===== config.mk =====
export PLATFORM = sky130hd
export DESIGN_NAME = ps2_key_fifo
export DESIGN_NICKNAME = d
export VERILOG_FILES = /design/src/rtl/ps2_key_fifo.sv
export SDC_FILE = /design/constraint.sdc
export NUM_CORES = 1
export LEC_CHECK = 0
export ABC_AREA = 0
export ABC_CLOCK_PERIOD_IN_PS = 2400
export CORE_MARGIN = 4
export CORE_UTILIZATION = 45
export DETAILED_ROUTE_END_ITERATION = 16
export GPL_ROUTABILITY_DRIVEN = 0
export PLACE_DENSITY_LB_ADDON = 0.25
export SLEW_MARGIN = 30
export SYNTH_ARGS = -nofsm -noshare
export SYNTH_HDL_FRONTEND = slang
export SYNTH_SLANG_ARGS = --single-unit

===== constraint.sdc =====
create_clock -name clk_sys -period 2.4 [get_ports clk_sys]
set_clock_uncertainty 0.05 [all_clocks]
set_input_delay 0.36 -clock clk_sys [delete_from_list [all_inputs] [get_ports clk_sys]]
set_output_delay 0.36 -clock clk_sys [all_outputs]
set_load 0.02 [all_outputs]

===== src/rtl/ps2_key_fifo.sv =====
// ps2_key_fifo: turns the ps2_key toggle-strobe bus into queued key events (FWFT FIFO).
// Optional PS2_KEY_FIFO_TIMESTAMP_EN adds a 16-bit tick-based timestamp per entry.
`default_nettype none

module ps2_key_fifo #(
    parameter int DEPTH_LOG2 = 4
) (
    input  logic                  clk_sys,
    input  logic                  reset_n,
    input  logic [10:0]           ps2_key,
    input  logic                  rd,
    input  logic                  clr_ovf,
    output logic [9:0]            dout,
    output logic                  empty,
    output logic                  full,
    output logic [DEPTH_LOG2:0]   count,
    output logic                  overflow
`ifdef PS2_KEY_FIFO_TIMESTAMP_EN
    ,
    input  logic                  ce_tick,
    output logic [15:0]           ts_out
`endif
);

    localparam int                  DEPTH      = 1 << DEPTH_LOG2;
    localparam logic [DEPTH_LOG2:0] FULL_COUNT = (DEPTH_LOG2 + 1)'(DEPTH);
    localparam logic [DEPTH_LOG2:0] COUNT_ONE  = (DEPTH_LOG2 + 1)'(1);
    localparam logic [DEPTH_LOG2-1:0] PTR_ONE  = DEPTH_LOG2'(1);

    logic [9:0]            mem [DEPTH];
    logic [DEPTH_LOG2-1:0] wr_ptr;
    logic [DEPTH_LOG2-1:0] rd_ptr;
    logic                  strobe_q;
    logic                  armed;

    logic key_event;
    logic pop_ok;
    logic push_ok;
    logic drop;

    assign empty     = (count == '0);
    assign full      = (count == FULL_COUNT);
    assign key_event = armed && (ps2_key[10] != strobe_q);
    assign pop_ok    = rd && !empty;
    // A pop in the same cycle frees a slot, so a full queue can still accept the push.
    assign push_ok   = key_event && (!full || pop_ok);
    assign drop      = key_event && !push_ok;

    assign dout = empty ? 10'd0 : mem[rd_ptr];

    always_ff @(posedge clk_sys or negedge reset_n) begin
        if (!reset_n) begin
            strobe_q <= 1'b0;
            armed    <= 1'b0;
            wr_ptr   <= '0;
            rd_ptr   <= '0;
            count    <= '0;
            overflow <= 1'b0;
        end else begin
            strobe_q <= ps2_key[10];
            armed    <= 1'b1;
            if (push_ok) begin
                wr_ptr <= wr_ptr + PTR_ONE;
            end
            if (pop_ok) begin
                rd_ptr <= rd_ptr + PTR_ONE;
            end
            case ({push_ok, pop_ok})
                2'b10:   count <= count + COUNT_ONE;
                2'b01:   count <= count - COUNT_ONE;
                default: count <= count;
            endcase
            if (drop) begin
                overflow <= 1'b1;
            end else if (clr_ovf) begin
                overflow <= 1'b0;
            end
        end
    end

    // Storage needs no reset: dout is masked while empty and writes require armed.
    always_ff @(posedge clk_sys) begin
        if (push_ok) begin
            mem[wr_ptr] <= ps2_key[9:0];
        end
    end

`ifdef PS2_KEY_FIFO_TIMESTAMP_EN
    logic [15:0] ts_mem [DEPTH];
    logic [15:0] tick_cnt;

    always_ff @(posedge clk_sys or negedge reset_n) begin
        if (!reset_n) begin
            tick_cnt <= 16'd0;
        end else if (ce_tick) begin
            tick_cnt <= tick_cnt + 16'd1;
        end
    end

    always_ff @(posedge clk_sys) begin
        if (push_ok) begin
            ts_mem[wr_ptr] <= tick_cnt;
        end
    end

    assign ts_out = empty ? 16'd0 : ts_mem[rd_ptr];
`endif

endmodule

`default_nettype wire

* Yosys cells after proc, flatten, opt, wreduce, memory -nomap -nowiden
Memories as Yosys holds them, arrays and structs flattened.
Index checks and enable logic that the tools add are counted.
** Storage, ports and cells
- Register bits after elaboration :: 16
- Memory bits (writable) :: 160
- Input port bits :: 15
- Output and inout port bits :: 18
- Logic and storage cells :: 32
- Memories :: 1
** Operators by class
- Add/subtract/negate cells :: 4
- Equal/unequal tests :: 4
- Muxes and demuxes :: 6
- Reduce and logical (&&, ||, !) cells :: 11
** Memory list
- mem :: depth 16, bits a word 10, rd ports 1, clocked after Yosys merged registers in 0, wr ports 1, line 30 : logic [9:0] mem [DEPTH];
** Operators by type and width (number)
- 2-to-1 mux 10 bit :: 1
- case mux 5 bit (2 select lines) :: 1
- adder 4 x 1 -> 4 bit (second input constant) :: 2
- adder 5 x 1 -> 5 bit (second input constant) :: 1
- == test 5 bit (second input constant) :: 1
- logical NOT 5 bit :: 1
- subtractor 5 x 1 -> 5 bit (second input constant) :: 1
- logical AND 1 bit :: 4
- 2-to-1 mux 1 bit :: 4
- nonzero test 2 bit :: 2
- logical NOT 1 bit :: 3
- == test 2 x 1 -> 1 bit (second input constant) :: 1
- == test 2 bit (second input constant) :: 1
- logical OR 1 bit :: 1
- inequality test 1 bit :: 1

* Longest topological paths before layout
- Depth in word-level cells :: 8
- Gate-level depth with buffers :: 9
- Mapped depth without buffers :: 9

* Worst setup path after synthesis
Ideal clock, no wire load.
- Path type :: register to register
- From :: register count[0]
- To :: register count[4]
- Library setup time :: 134 ps
- Data arrival time :: 2344 ps
- Required time :: 2216 ps
- Path slack :: -128 ps
- Cell stages (with the launch flop) :: 10
- Buffers on the path :: 0
- Period minus slack after synthesis :: 2528 ps
- Cells stage by stage :: dfrtp_1 > nor4_1 > a21oi_1 > nand2_1 > inv_1 > ha_1 > or2_2 > o21a_1 > o221ai_1 > o211ai_1
** On the way
- Word-level cells in the longest chain between the ends :: 7
- Elaborated cells on any way between the ends :: 13
- Those cells by class :: add/sub (2); eq/ne (3); mux (1); reduce/logical (7)
** RTL lines
- start, declared :: line 16 : output logic [DEPTH_LOG2:0] count,
- start signal, assigned :: line 69 : 2'b10: count <= count + COUNT_ONE;
- start signal, assigned :: line 70 : 2'b01: count <= count - COUNT_ONE;
- start signal, assigned :: line 71 : default: count <= count;
- logical NOT 5 bit :: line 41 : assign empty = (count == '0);
- logical NOT 1 bit :: line 44 : assign pop_ok = rd && !empty;
- logical AND 1 bit :: line 44
- logical OR 1 bit :: line 46 : assign push_ok = key_event && (!full || pop_ok);
- logical AND 1 bit :: line 46
- == test 2 x 1 -> 1 bit or == test 2 bit (tied branches) :: line 68 : case ({push_ok, pop_ok})
- case mux 5 bit (2 select lines) or nonzero test 2 bit (tied branches)
Several ways; a longest one is shown, not always the timed one.
A chain may end at the register's enable or synchronous reset.

* Worst setup path in the final report
- From :: register rd_ptr[0]
- To :: output dout[8]
** On the way
- Word-level cells in the longest chain between the ends :: 2
** RTL lines
- start, declared :: line 32 : logic [DEPTH_LOG2-1:0] rd_ptr;
- start signal, assigned :: line 66 : rd_ptr <= rd_ptr + PTR_ONE;
- memory read (16 x 10 bit)
- 2-to-1 mux 10 bit :: line 49 : assign dout = empty ? 10'd0 : mem[rd_ptr];
- end, declared :: line 13 : output logic [9:0] dout,
No other way between the ends.

==> out/qor.csv <==
stage,metric,value,unit
outcome,outcome,finished with violations,
outcome,violations,setup timing,
sta,finalHoldViolations,0,
worst_setup_path,crit_arrival,2.14,ns
drt,drcViolationCount,0,
pwr,power_leakage,0.003146,µW
clock_tree,clock_latency,0.42,ns
clock_tree,cts_tree,done,
logic_synthesis,yosysUniqueCellTypes,40,
pwr,power_density,1151,mW/mm²
worst_setup_path,critPathLaunchType,flip-flop,
sta,fmax,0.3917,GHz
worst_setup_path,crit_path_end_kind,output pin,
logic_synthesis,ys_seq_area_share,73.50,%
job,maxCapViolations,0,
sta,rsz0062_at_grt,yes,
drt,first_iter_violations,221,
logic_synthesis,syn_avg_cell_area,20.29,µm²
logic_synthesis,synthFlopType,edfxtp_1,
clock_tree,ctsHoldBuffers,0,
sta,max-slew-margin-rel,61.61,%
hold_path,holdCritPathClass,in -> async,
cells_and_area,diodes,0,
placed_design,dp_hpwl,9684,µm
placed_design,placed_cell_area,0.008212,mm²
global_routing,grt-ovfl-total,0,
placed_design,io_buffers,32,
global_routing,grt_use_total,17.54,%
sta,finalMaxSlewViolations,0,
sta,fin_ws,-0.1533,ns
drt,ant_nets,0,
floorplanning,coreArea,0.01531,mm²
placed_design,dp_slack,-0.2153,ns
global_routing,grt_start_max_net_pins,23,
worst_setup_path,ff2ff_setup_slack,0.10,ns
worst_setup_path,path_cells,buf_6 -> buf_16 -> mux4_2 -> mux2i_1 -> o22ai_2 -> buf_6,
drt,avgViaCountPerCell,5.310,
cells_and_area,syn_to_final_growth,25.28,%
logic_synthesis,ys_warn_count,0,
drt,wl_per_cell,21.30,µm
logic_synthesis,synth_area,0.007082,mm²
worst_setup_path,cp_max_fo,5,
global_routing,grt_first_pass_wirelength,23120,µm
floorplanning,die_area,0.01781,mm²
clock_tree,clockBufferDepth,2,
drt,totalWireLength,14570,µm
cells_and_area,nets,484,
cells_and_area,drive_gt1_share,35.73,%
pwr,irDropWorstVdd,0.6347,mV
worst_setup_path,required,1.99,ns
logic_synthesis,synth-edff-count,160,
clock_tree,clock-sinks,176,
cells_and_area,final_area,0.008872,mm²
floorplanning,row_count,45,
floorplanning,die_h,133.5,µm
sta,fin_crit_sh,106.4,%
sta,setup_viol,10,
worst_setup_path,critPathKind,reg -> out,
floorplanning,start_util,46.24,%
clock_tree,numCtsBuffers,17,
logic_synthesis,postSynthCellCount,349,
global_routing,grt_pass1_vias,3968,
logic_synthesis,ys_async_sr_fraction,9.091,%
floorplanning,die-width,133.5,µm
clock_tree,clockRootBuffer,clkbuf_16,
cells_and_area,nFillCells,1200,
logic_synthesis,syn_nets,373,
floorplanning,ios,33,
clock_tree,cts-htree-levels,4,
worst_setup_path,max_stage_delay,0.51,ns
global_routing,antenna_found_initial,0,
worst_setup_path,slowest_stage,mux4_2,
worst_setup_path,cpMostUsedCell,buf_6,
drt,firstDrtPassIters,4,
sta,min_period,2.553,ns
logic_synthesis,synth_seq_cells,176,
sta,tightest_slew,0.5740,ns
clock_tree,path_clk_slew,0.06,ns
drt,via_count,3632,
synth_stat cells, types with 2 or more instances:
cell	instances	area, µm²
o22ai_1	10	62.56
xnor2_1	9	78.83
and2_1	16	100.1
mux2_1	2	22.52
nand4_1	2	12.51
nor4_1	2	12.51
dfrtp_1	16	400.4
inv_1	9	33.78
or2_2	2	12.51
buf_2	5	25.02
ha_1	8	100.1
edfxtp_1	160	4805
nor3b_1	2	15.01
mux4_2	40	900.9
xor2_1	2	17.52
o21ai_0	2	10.01
nand2_1	7	26.28
clkbuf_1	7	26.28
mux2i_1	23	230.2
buf_1	3	11.26
a21oi_1	2	10.01
nand2b_1	2	12.51
per-stage QoR:
stage,power (µW),instances,TNS [ns],util [%],hold slack (ns)
finish,10220,684,-1.151,57.93,0.2186
global route,10720,684,-2.096,57.93,0.2251
CTS,10290,682,-1.609,57.74,0.2049
detailed placement,7622,644,-12.62,53.62,0.4318
global placement,7561,644,-10.97,53.62,0.4205
floorplan,6010,349,0,-,0.01441
cells by family (layout without fill, tap and decap cells):
logic type               after synthesis  count (layout)  share of synthesized area, %
flip-flops                           176             176                         73.50
multiplexers                          66              66                         16.45
AND/OR/NAND/NOR                       38              38                         3.110
AO/OA/AOI/OAI                         24              24                         2.474
buffers and inverters                 24             148                         1.360
XOR/XNOR                              11              11                         1.361
adder cells (fa/ha/maj)                9               9                         1.696
other                                  1               1                       0.05295
worst max-delay path: cells and delay by family, from the launching register on:
kind	cells	cell delay, ns
buffers and inverters	3	0.44
multiplexers	2	0.70
flip-flops	1	0.45
AO/OA/AOI/OAI	1	0.12
flip-flops by register name (all words and copies together), names as in the netlist:
register	count
armed	1
mem	160
strobe_q	1
overflow	1
count	5
rd_ptr	4
wr_ptr	4
placed cells by master, fill, tap and decap left out, types with 2 or more instances in the layout:
cell,n
buf_16,2
nand2_1,7
buf_6,4
clkinv_4,3
o22ai_1,9
buf_12,8
inv_1,9
clkinv_2,2
dfrtp_2,2
and2_1,16
clkbuf_16,17
o21ai_0,2
mux2i_2,3
edfxtp_1,160
buf_4,71
mux4_2,40
clkinv_1,5
or2_2,2
dfrtp_1,14
inv_6,2
mux2i_1,20
ha_1,8
nand4_1,2
clkinvlp_4,3
xnor2_1,9
nor3b_1,2
clkdlybuf4s50_1,20
nand2b_1,2
mux2_1,2
xor2_1,2
timing repair:
action                                  CTS  global route
gates cloned                              3             0
resized for setup                        60            10
pin swaps                                 9             6
setup buffers                             3             3
endpoints found under the setup margin  106            79
routing by layer:
layer / global-route usage [%] / wire length [µm] / vias to the layer above
met5: 0 / 0 / -
met4: 5.543 / 159 / 0
met2: 28.02 / 7290 / 90
met1: 23.92 / 6447 / 1879
met3: 4.569 / 673 / 15
li1: - / - / 1648
area by class of cell:
class,count,area [µm²],area share (%)
multi-input combinational,149,1839,20.73
clock inverter,15,95.09,1.072
sequential,176,5207,58.69
clock buffer,17,425.4,4.795
timing repair buffer,107,1007,11.35
inverter,9,33.78,0.3808
tap,211,264.0,2.976
worst paths after layout:
check                             from        end  depth (start not counted)
setup / recovery             rd_ptr[0]    dout[8]                          6
hold / removal                 reset_n      armed                          2
setup reg to reg              count[0]  mem[5][6]                          6
hold reg to reg               overflow   overflow                          2
max in group asynchronous      reset_n  rd_ptr[1]                          2
min in group clk_sys       ps2_key[10]   strobe_q                          1
power by group:
group / switching, µW / total (µW) / internal, µW / leakage, µW
sequential: 197 / 3810 / 3610 / 0.00163
combinational: 1880 / 3990 / 2110 / 0.00127
clock: 1100 / 2410 / 1310 / 0.000247
total: 3180 / 10200 / 7030 / 0.00315
Note: power is estimated with default switching activity, not from simulation.
